$ cat config.mk
export PLATFORM = sky130hd
export DESIGN_NAME = fifo_ctrl
export DESIGN_NICKNAME = d
export VERILOG_FILES = /design/src/rtl/fifo_ctrl.sv
export SDC_FILE = /design/constraint.sdc
export NUM_CORES = 1
export LEC_CHECK = 0
export BUFFER_PORTS_ARGS = -buffer_cell sky130_fd_sc_hd__clkbuf_2
export CORE_MARGIN = 2
export CORE_UTILIZATION = 46
export DETAILED_ROUTE_END_ITERATION = 7
export PLACE_DENSITY_LB_ADDON = 0.25
export SYNTH_ARGS = -nofsm -noshare
export SYNTH_HDL_FRONTEND = slang
export SYNTH_SLANG_ARGS = --single-unit
$ cat constraint.sdc
create_clock -name clk -period 3.5 [get_ports clk]
set_input_delay 0 -clock clk [delete_from_list [all_inputs] [get_ports clk]]
set_output_delay 0 -clock clk [all_outputs]
set_load 0.02 [all_outputs]
$ cat src/rtl/fifo_ctrl.sv
// ---------------------------------------------------------------------------
// fifo_ctrl -- single-clock FIFO sequencer for a dual-port RAM with a
// registered (1-cycle) read port.
//
// Owns the write/read pointers, the full/empty flags and the occupancy. It
// drives the RAM write/read controls and presents a first-word-fall-through
// valid/ready stream. The head word is the RAM's rdata, which holds while
// rclken is low, so this block never stores data.
//
// Parameters:
//   ASIZE        RAM address bits (DEPTH = 2**ASIZE)
//   AFULL_LEVEL  level at or above which almost_full asserts (1..DEPTH+1)
//
// Ports:
//   clk, rstn              clock, async active-low reset
//   i_valid / i_ready      write side handshake
//   o_valid / o_ready      read side handshake (data = RAM rdata)
//   ram_wclken/waddr/wfull RAM write port controls
//   ram_rclken/raddr       RAM read port controls
//   level                  words held (RAM + output word), 0..DEPTH+1
//   almost_full            registered, level >= AFULL_LEVEL
//   i_clear                synchronous flush, only with FIFO_CTRL_CLEAR_EN
//
// Optional feature macro: FIFO_CTRL_CLEAR_EN
// ---------------------------------------------------------------------------
module fifo_ctrl #(
    parameter int ASIZE       = 4,
    parameter int AFULL_LEVEL = 14
) (
    input  logic             clk,
    input  logic             rstn,
    input  logic             i_valid,
    output logic             i_ready,
    output logic             o_valid,
    input  logic             o_ready,
`ifdef FIFO_CTRL_CLEAR_EN
    input  logic             i_clear,
`endif
    output logic             ram_wclken,
    output logic [ASIZE-1:0] ram_waddr,
    output logic             ram_wfull,
    output logic             ram_rclken,
    output logic [ASIZE-1:0] ram_raddr,
    output logic [ASIZE:0]   level,
    output logic             almost_full
);

    localparam logic [ASIZE:0] AFULL_THR = (ASIZE+1)'(AFULL_LEVEL);

    logic [ASIZE:0] wptr_q, wptr_d;
    logic [ASIZE:0] rptr_q, rptr_d;
    logic           o_valid_q, o_valid_d;
    logic [ASIZE:0] level_q, level_d;
    logic           almost_full_q, almost_full_d;

    logic           clear;
    logic           full;
    logic           ram_empty;
    logic           wr;
    logic           rd;

`ifdef FIFO_CTRL_CLEAR_EN
    assign clear = i_clear;
`else
    assign clear = 1'b0;
`endif

    always_comb begin
        // Extra pointer bit distinguishes full from empty when the
        // address bits match.
        full      = (wptr_q[ASIZE] != rptr_q[ASIZE]) &&
                    (wptr_q[ASIZE-1:0] == rptr_q[ASIZE-1:0]);
        ram_empty = (wptr_q == rptr_q);

        // Flush beats any write, read issue or pop in the same cycle.
        wr = i_valid && !full && !clear;
        // Issue a read when the output slot is empty or being consumed.
        // Uses current pointers only: a word written this cycle is not
        // readable until the next one.
        rd = !ram_empty && (!o_valid_q || o_ready) && !clear;

        wptr_d = wptr_q + {{ASIZE{1'b0}}, wr};
        rptr_d = rptr_q + {{ASIZE{1'b0}}, rd};

        o_valid_d = o_valid_q;
        if (rd)
            o_valid_d = 1'b1;
        else if (o_valid_q && o_ready)
            o_valid_d = 1'b0;

        if (clear) begin
            wptr_d    = '0;
            rptr_d    = '0;
            o_valid_d = 1'b0;
        end

        // Occupancy counts the word parked on the RAM output as well.
        level_d       = (wptr_d - rptr_d) + {{ASIZE{1'b0}}, o_valid_d};
        almost_full_d = (level_d >= AFULL_THR);
    end

    always_ff @(posedge clk or negedge rstn) begin
        if (!rstn) begin
            wptr_q        <= '0;
            rptr_q        <= '0;
            o_valid_q     <= 1'b0;
            level_q       <= '0;
            almost_full_q <= 1'b0;
        end else begin
            wptr_q        <= wptr_d;
            rptr_q        <= rptr_d;
            o_valid_q     <= o_valid_d;
            level_q       <= level_d;
            almost_full_q <= almost_full_d;
        end
    end

    assign i_ready     = !full;
    assign o_valid     = o_valid_q;
    assign ram_wclken  = wr;
    assign ram_waddr   = wptr_q[ASIZE-1:0];
    assign ram_wfull   = full;
    assign ram_rclken  = rd;
    assign ram_raddr   = rptr_q[ASIZE-1:0];
    assign level       = level_q;
    assign almost_full = almost_full_q;

endmodule
==> impl_metrics.ini, run 1 <==
[status]
run_status = finished clean

[yosys]
synth-edff-count = 0
ys_types = 21
yosysTopAreaCell = dfrtp_1
synth_xor_area_share_pct = 17.8
syn-num-nets = 93
synth_fa_ha_area_share_pct = 18.0
synth_top_area_share_pct = 44.9
synthMuxAreaShare_pct = 0
synth_top_cells_by_count = 17 x dfrtp_1, 12 x ha_1, 9 x xnor2_1
syn_inst = 76
ys_warn_count = 0
yosysMostFrequentCell = dfrtp_1
synth_seq_cells = 17
ys_seq_area_share_pct = 44.9
yosys_most_used_dff = dfrtp_1
synth.top_cells.by_area = dfrtp_1 45%, ha_1 16%, xnor2_1 8.3%, buf_4 6.3%, inv_1 2.8%
async_flop_share_pct = 100
synthSimpleGateAreaFrac_pct = 6.61
synth_top_family_by_area = adder cells
synth_compound_area_share_pct = 3.57
netlist_area_um2 = 947
syn_area_per_cell_um2 = 12.5

[sta]
setup_viol = 0
hold_viol = 0
finalCritPeriodShare_pct = 95.7
skew_ns = 0.00680
max_freq_mhz = 299
tightest_slew_ns = 0.412
maxSlewHeadroom_pct = 72.5
post-route-min-period_ns = 3.35
slew_violations = 0

[routing]
drc_errors = 0
antenna_left = 0
wl_um = 1580
first_pass_iters = 1
drt-wirelength-per-cell_um = 12.1
num_vias = 587
drtIter0Drc = 0
viasPerCell = 4.48

[clock_network]
cts_made_buffers = 3
clockRootBuffer = clkbuf_4
clock_sinks = 17
cts_buffer_depth = 2
clk_pin_slew_ns = 0.10
clk_latency_ns = 0.28
cts_tree = yes
htreeDepth = 1

[final_layout]
drive_above_1_share_pct = 43.3
utilization_pct = 61.8
area_growth_syn_to_layout_pct = 26.7
antenna_cells = 0
final_nets = 122

[floorplanning]
num_rows = 16
die-height_um = 49.4
dieArea_um2 = 2440
core_um2 = 1940
initial_core_util_pct = 48.8
die_width_um = 49.4
pin_count = 23

[hold_path]
hp-class = in -> reg

[grt]
first_global_vias = 618
antenna_found_initial = 0
grt_use_total_pct = 15.1
grt_first_pass_wirelength_um = 2730
grt_max_degree = 18
grt_overflow = 0

[placed_design]
portBuffers = 22
gp_congestion = 0.685
hpwlAfterDp_um = 1290

[critical_path]
critPathCaptureType = flop
path_max_fanout = 4
cp.arrival_ns = 3.53
crit_type = reg -> reg
cp-start-kind = flop
cp.required_ns = 3.69

[job]
drv_cap = 0
worst max-delay path, stage by stage, from the launching register on:
cell and delay, ns:
dfrtp_1 0.42, xnor2_1 0.19, nand4_1 0.15, nand2b_2 0.22, and2_2 0.20, ha_1 0.24
ha_4 0.30, ha_4 0.20, fa_1 0.45, a21o_1 0.19, a21oi_2 0.16, xnor3_2 0.34
a31o_1 0.19
metrics by stage:
stage	hold slack, ns	cell area, um2	instances	setup TNS [ns]	worst slack (ns)
4_1_cts	0.0773	1130	128	0	0.0190
5_1_grt	0.144	1200	131	-0.000664	-0.000664
3_5_place_dp	-0.0486	1080	123	-0.0240	-0.0240
2_1_floorplan	-0.296	951	76	0	0.00517
3_3_place_gp	-0.0507	1080	123	0	0.0511
6_report	0.0928	1200	131	0	0.152
kinds of logic after synthesis:
logic type,count (synthesis)
xor+xnor,15
compound gates,5
flops,17
simple gates,11
fa+ha+maj,13
buf+inv,15
worst paths after layout:
path,cells past startpoint,slack (ns),end,start
max in group asynchronous,2,3.04,rptr_q[3]$_DFF_PN0_,rstn
max,12,0.15,almost_full$_DFF_PN0_,rptr_q[1]$_DFF_PN0_
max reg2reg,12,0.15,almost_full$_DFF_PN0_,rptr_q[1]$_DFF_PN0_
min reg2reg,1,0.53,rptr_q[4]$_DFF_PN0_,rptr_q[4]$_DFF_PN0_
min in group asynchronous,2,0.16,level[1]$_DFF_PN0_,rstn
min,4,0.09,o_valid$_DFF_PN0_,o_ready
sequential cells by signal, summed over array words and instances (netlist names):
name         count
o_valid          1
wptr_q           5
almost_full      1
rptr_q           5
level            5
final cells by class:
class                           instances  area, um2
Clock buffer                            3       22.5
Clock inverter                          1       5.00
Fill cell                             170        742
Inverter                                7       26.3
Multi-Input combinational cell         44        499
Sequential cell                        17        425
Tap cell                               27       33.8
Timing Repair Buffer                   32        188
metal layers:
layer | vias to the layer above | global-route usage, % | routed length (um)
li1 | 306 | - | -
met1 | 273 | 19.2 | 646
met2 | 6 | 24.8 | 886
met3 | 2 | 1.84 | 34
met4 | 0 | 8.33 | 12
met5 | - | 0 | 0
cell usage in the layout (no fill, tap or decap), types with 2 or more instances in the layout:
cell | synthesis | layout
clkbuf_2 | 0 | 22
dfrtp_1 | 17 | 17
xnor2_1 | 9 | 9
ha_1 | 12 | 9
buf_4 | 8 | 9
inv_1 | 7 | 7
nand3_1 | 3 | 3
ha_4 | 0 | 3
clkbuf_4 | 0 | 3
xor2_1 | 3 | 2
nor2_1 | 2 | 2
a21o_1 | 2 | 2
what timing repair did:
item                       in CTS  in global routing
pin swaps                       0                  1
hold endpoints to repair       17                  0
hold buffers                    1                  0
setup buffers                   0                  3
setup endpoints to repair       1                  1
gates resized for setup         2                  5
Power of run 1 is left out: the tool's default activity adds up to more than one toggle a clock period on the data nets, which glitch-free logic cannot reach.
==> inputs of run 2 (changes only) <==
Settings changed: PLACE_DENSITY set to 0.79, PLACE_DENSITY_LB_ADDON 0.25 to unset.
==> impl_metrics.ini, run 2 (same netlist as run 1, synthesis figures left out) <==
[grt]
antenna_found_initial = 0
grt_use_total_pct = 16.7
grt_max_degree = 18
grt_first_pass_wirelength_um = 2950
grt_overflow = 0
first_global_vias = 661

[final_layout]
drive_above_1_share_pct = 45.1
multiInputGateArea_um2 = 498
ff_latch_area_um2 = 427
final_common_cell = clkbuf_2
fillers = 160
final_cell_count_no_fill = 129
antenna_cells = 0
most-common-layout-cells = 22 x clkbuf_2, 16 x dfrtp_1, 8 x xnor2_1, 8 x ha_1
area_growth_syn_to_layout_pct = 25.4
final_nets = 120
utilization_pct = 61.1

[sta]
max_freq_mhz = 304
maxSlewHeadroom_pct = 71.9
post-route-min-period_ns = 3.29
hold_viol = 0
rsz0062_at_grt = false
setup_viol = 0
skew_ns = 0.00520
finalCritPeriodShare_pct = 93.9
tightest_slew_ns = 0.422
setup_tns_ns = 0
slew_violations = 0
whs_ns = 0.0961

[clock_network]
clk_pin_slew_ns = 0.10
cts_tree = yes
htreeDepth = 1
cts_made_buffers = 3
clk_latency_ns = 0.29
cts_buffer_depth = 2
clockRootBuffer = clkbuf_4
clock_sinks = 17

[hold_path]
hp-class = in -> reg

[critical_path]
crit_top_cell = ha_4
critPathCaptureType = flop
path_max_fanout = 3
worstRegToRegCells = 12
r2r-start = rptr_q[0]$_DFF_PN0_
critPathMaxStageDelay_ns = 0.45
cp-start-kind = flop
crit_path_start = rptr_q[0]$_DFF_PN0_
slowest_stage = fa_1
r2r_setup_slack_ns = 0.21
cp.required_ns = 3.69
crit_end = almost_full$_DFF_PN0_
crit_chain = xnor2_1, nand4_1, nand2b_2, and2_2, ha_2, ha_4, ha_4, fa_1, a21o_1, a21oi_2, xnor3_2, a31o_1
timing.rr.end = almost_full$_DFF_PN0_
cp.arrival_ns = 3.48
crit_type = reg -> reg

[routing]
num_vias = 604
drc_errors = 0
antenna_left = 0
wl_um = 1810
first_pass_iters = 3
drtIter0Drc = 2
drt-wirelength-per-cell_um = 14.0
viasPerCell = 4.68

[floorplanning]
num_rows = 16
die_width_um = 49.4
core_um2 = 1940
dieArea_um2 = 2440
pin_count = 23
die-height_um = 49.4
initial_core_util_pct = 48.8

[placed_design]
hpwlAfterDp_um = 1440
gp_congestion = 0.761
dp_cells = 123
portBuffers = 22

[status]
run_status = finished clean

[job]
drv_cap = 0
run 2: worst min path at each step:
stage	start	endpoint	slack, ns	cells past startpoint
6_report	o_ready	o_valid$_DFF_PN0_	0.1	4
5_1_grt	o_ready	o_valid$_DFF_PN0_	0.14	4
4_1_cts	o_ready	o_valid$_DFF_PN0_	0.1	4
3_5_place_dp	rstn	wptr_q[1]$_DFF_PN0_	-0.04	1
3_3_place_gp	rstn	wptr_q[3]$_DFF_PN0_	-0.06	1
2_1_floorplan	rstn	almost_full$_DFF_PN0_	-0.30	0
run 2: cell type report:
| cell class | count | area share [%] |
|---|---|---|
| sequential | 17 | 35.9 |
| tap | 27 | 2.85 |
| clock inverter | 1 | 0.632 |
| timing repair buffer | 30 | 14.5 |
| multi-input combinational | 44 | 41.9 |
| clock buffer | 3 | 1.90 |
| inverter | 7 | 2.21 |
run 2: repair_timing:
action,4_1_cts,5_1_grt
cloned,0,0
setup endpoints to repair,1,2
resized for setup,1,7
hold buffers,1,0
pin swaps,1,1
endpoints found under the hold margin,17,0
setup buffers,0,1
run 2: layer usage:
metal	vias to the layer above	wire length [um]	global-route usage (%)
met2	11	995	30.0
met1	293	739	19.0
met5	-	0	0
li1	296	-	-
met3	4	37	2.76
met4	0	34	8.33
run 2: critical path: cells and delay by family, from the launching register on:
kind	cells	cell delay [ns]
AND/OR/NAND/NOR	3	0.55
AO/OA/AOI/OAI	3	0.56
adder cells (fa/ha/maj)	4	1.15
XOR/XNOR	2	0.51
flip-flops	1	0.43
run 2: stage by stage:
step | setup slack [ns] | area [um2]
finish | 0.212 | 1190
detailed placement | -0.00154 | 1080
floorplan | 0.00517 | 951
CTS | 0.000345 | 1130
global placement | 0.0762 | 1080
global route | 0.0285 | 1190
Power of run 2 is left out for the same reason.
==> inputs of run 3 (changes only) <==
Settings changed: CORE_UTILIZATION 46 to 24, PLACE_DENSITY 0.79 to 0.48.
Clock period 3.5 ns to 3.4 ns, I/O delays scaled along.
==> impl_metrics.ini, run 3 (same netlist as run 1, synthesis figures left out) <==
[status]
run_status = finished clean

[floorplanning]
initial_core_util_pct = 25.5
die_width_um = 66.8
die-height_um = 66.8
pin_count = 23
core_um2 = 3720
num_rows = 22
dieArea_um2 = 4460

[critical_path]
cp.arrival_ns = 3.24
cp-start-kind = flop
critPathMaxStageDelay_ns = 0.40
critPathCaptureType = flop
path_delay_family = adder cells
crit_buf_inv = 0
crit_type = reg -> reg
cp.required_ns = 3.54
slowest_stage = dfrtp_1
path_max_fanout = 3
crit_chain = xnor2_1, nand4_1, nand2b_4, and2_4, ha_1, ha_2, ha_4, fa_2, a21o_1, a21oi_2, xnor3_2, a31o_1

[sta]
post-route-min-period_ns = 3.10
setup_viol = 0
finalCritPeriodShare_pct = 91.3
tightest_slew_ns = 0.413
finalWorstSetupSlack_ns = 0.297
maxSlewHeadroom_pct = 72.5
skew_ns = 0.00534
slew_violations = 0
rsz0062_at_grt = false
hold_viol = 0
setup_tns_ns = 0
max_freq_mhz = 322

[clock_network]
clockRootBuffer = clkbuf_8
clock_sinks = 17
cts_setup_buffers = 0
clk_pin_slew_ns = 0.06
htreeDepth = 1
cts_made_buffers = 3
cts_buffer_depth = 2
clk_latency_ns = 0.25
cts_tree = yes

[final_layout]
area_growth_syn_to_layout_pct = 35.0
drive_above_1_share_pct = 48.1
antenna_cells = 0
final_nets = 126
utilization_pct = 34.4
most-common-layout-cells = 22 x clkbuf_2, 17 x dfrtp_1, 13 x buf_4
final_common_cell = clkbuf_2

[routing]
first_pass_iters = 2
viasPerCell = 3.94
drc_errors = 0
antenna_left = 0
drt-wirelength-per-cell_um = 10.4
wl_um = 1620
num_vias = 614
drtIter0Drc = 25

[placed_design]
dpl_worst_slack_ns = 0.00607
gp_congestion = 0.747
portBuffers = 22
hpwlAfterDp_um = 1360

[job]
drv_cap = 0

[grt]
grt_use_total_pct = 8.66
grt_first_pass_wirelength_um = 2810
grt_max_degree = 18
antenna_found_initial = 0
first_global_vias = 614
grt_overflow = 0

[hold_path]
hp-class = in -> reg
## run 3: tightest hold or removal path, stage by stage
cell and delay (ns):
clkbuf_2 0.08, nor2b_1 0.15, nor3_1 0.09, inv_1 0.05
## run 3: final timing paths
kind	start	endpoint	slack, ns	depth (start not counted)
setup / recovery	rptr_q[0]$_DFF_PN0_	almost_full$_DFF_PN0_	0.30	12
hold / removal	o_ready	o_valid$_DFF_PN0_	0.14	4
setup reg to reg	rptr_q[0]$_DFF_PN0_	almost_full$_DFF_PN0_	0.30	12
hold reg to reg	rptr_q[4]$_DFF_PN0_	rptr_q[4]$_DFF_PN0_	0.52	1
max in group asynchronous	rstn	level[1]$_DFF_PN0_	2.89	2
min in group asynchronous	rstn	wptr_q[2]$_DFF_PN0_	0.22	2
## run 3: cell type report
| class | count | area, um2 |
|---|---|---|
| Multi-Input combinational cell | 44 | 504 |
| Inverter | 7 | 26.3 |
| Timing Repair Buffer | 36 | 218 |
| Fill cell | 389 | 2440 |
| Tap cell | 48 | 60.1 |
| Clock buffer | 4 | 45.0 |
| Sequential cell | 17 | 425 |
## run 3: through the flow
stage	area, um2	hold WS, ns	instances
floorplan	957	-0.296	76
global placement	1160	-0.0407	151
detailed placement	1160	-0.0389	151
CTS	1230	0.147	156
global route	1280	0.171	156
finish	1280	0.142	156
## run 3: what timing repair did
| action | CTS | global route |
|---|---|---|
| hold endpoints to repair | 17 | 0 |
| gates resized for setup | 1 | 8 |
| pin swaps | 1 | 2 |
| hold buffers | 1 | 0 |
| setup endpoints to repair | 1 | 2 |
## run 3: metal layers
layer / wire (um) / global-route usage (%)
met3: 75 / 1.86
met4: 43 / 5.36
met5: 0 / 0
met1: 758 / 11.5
met2: 743 / 12.8
Power of run 3 is left out for the same reason.
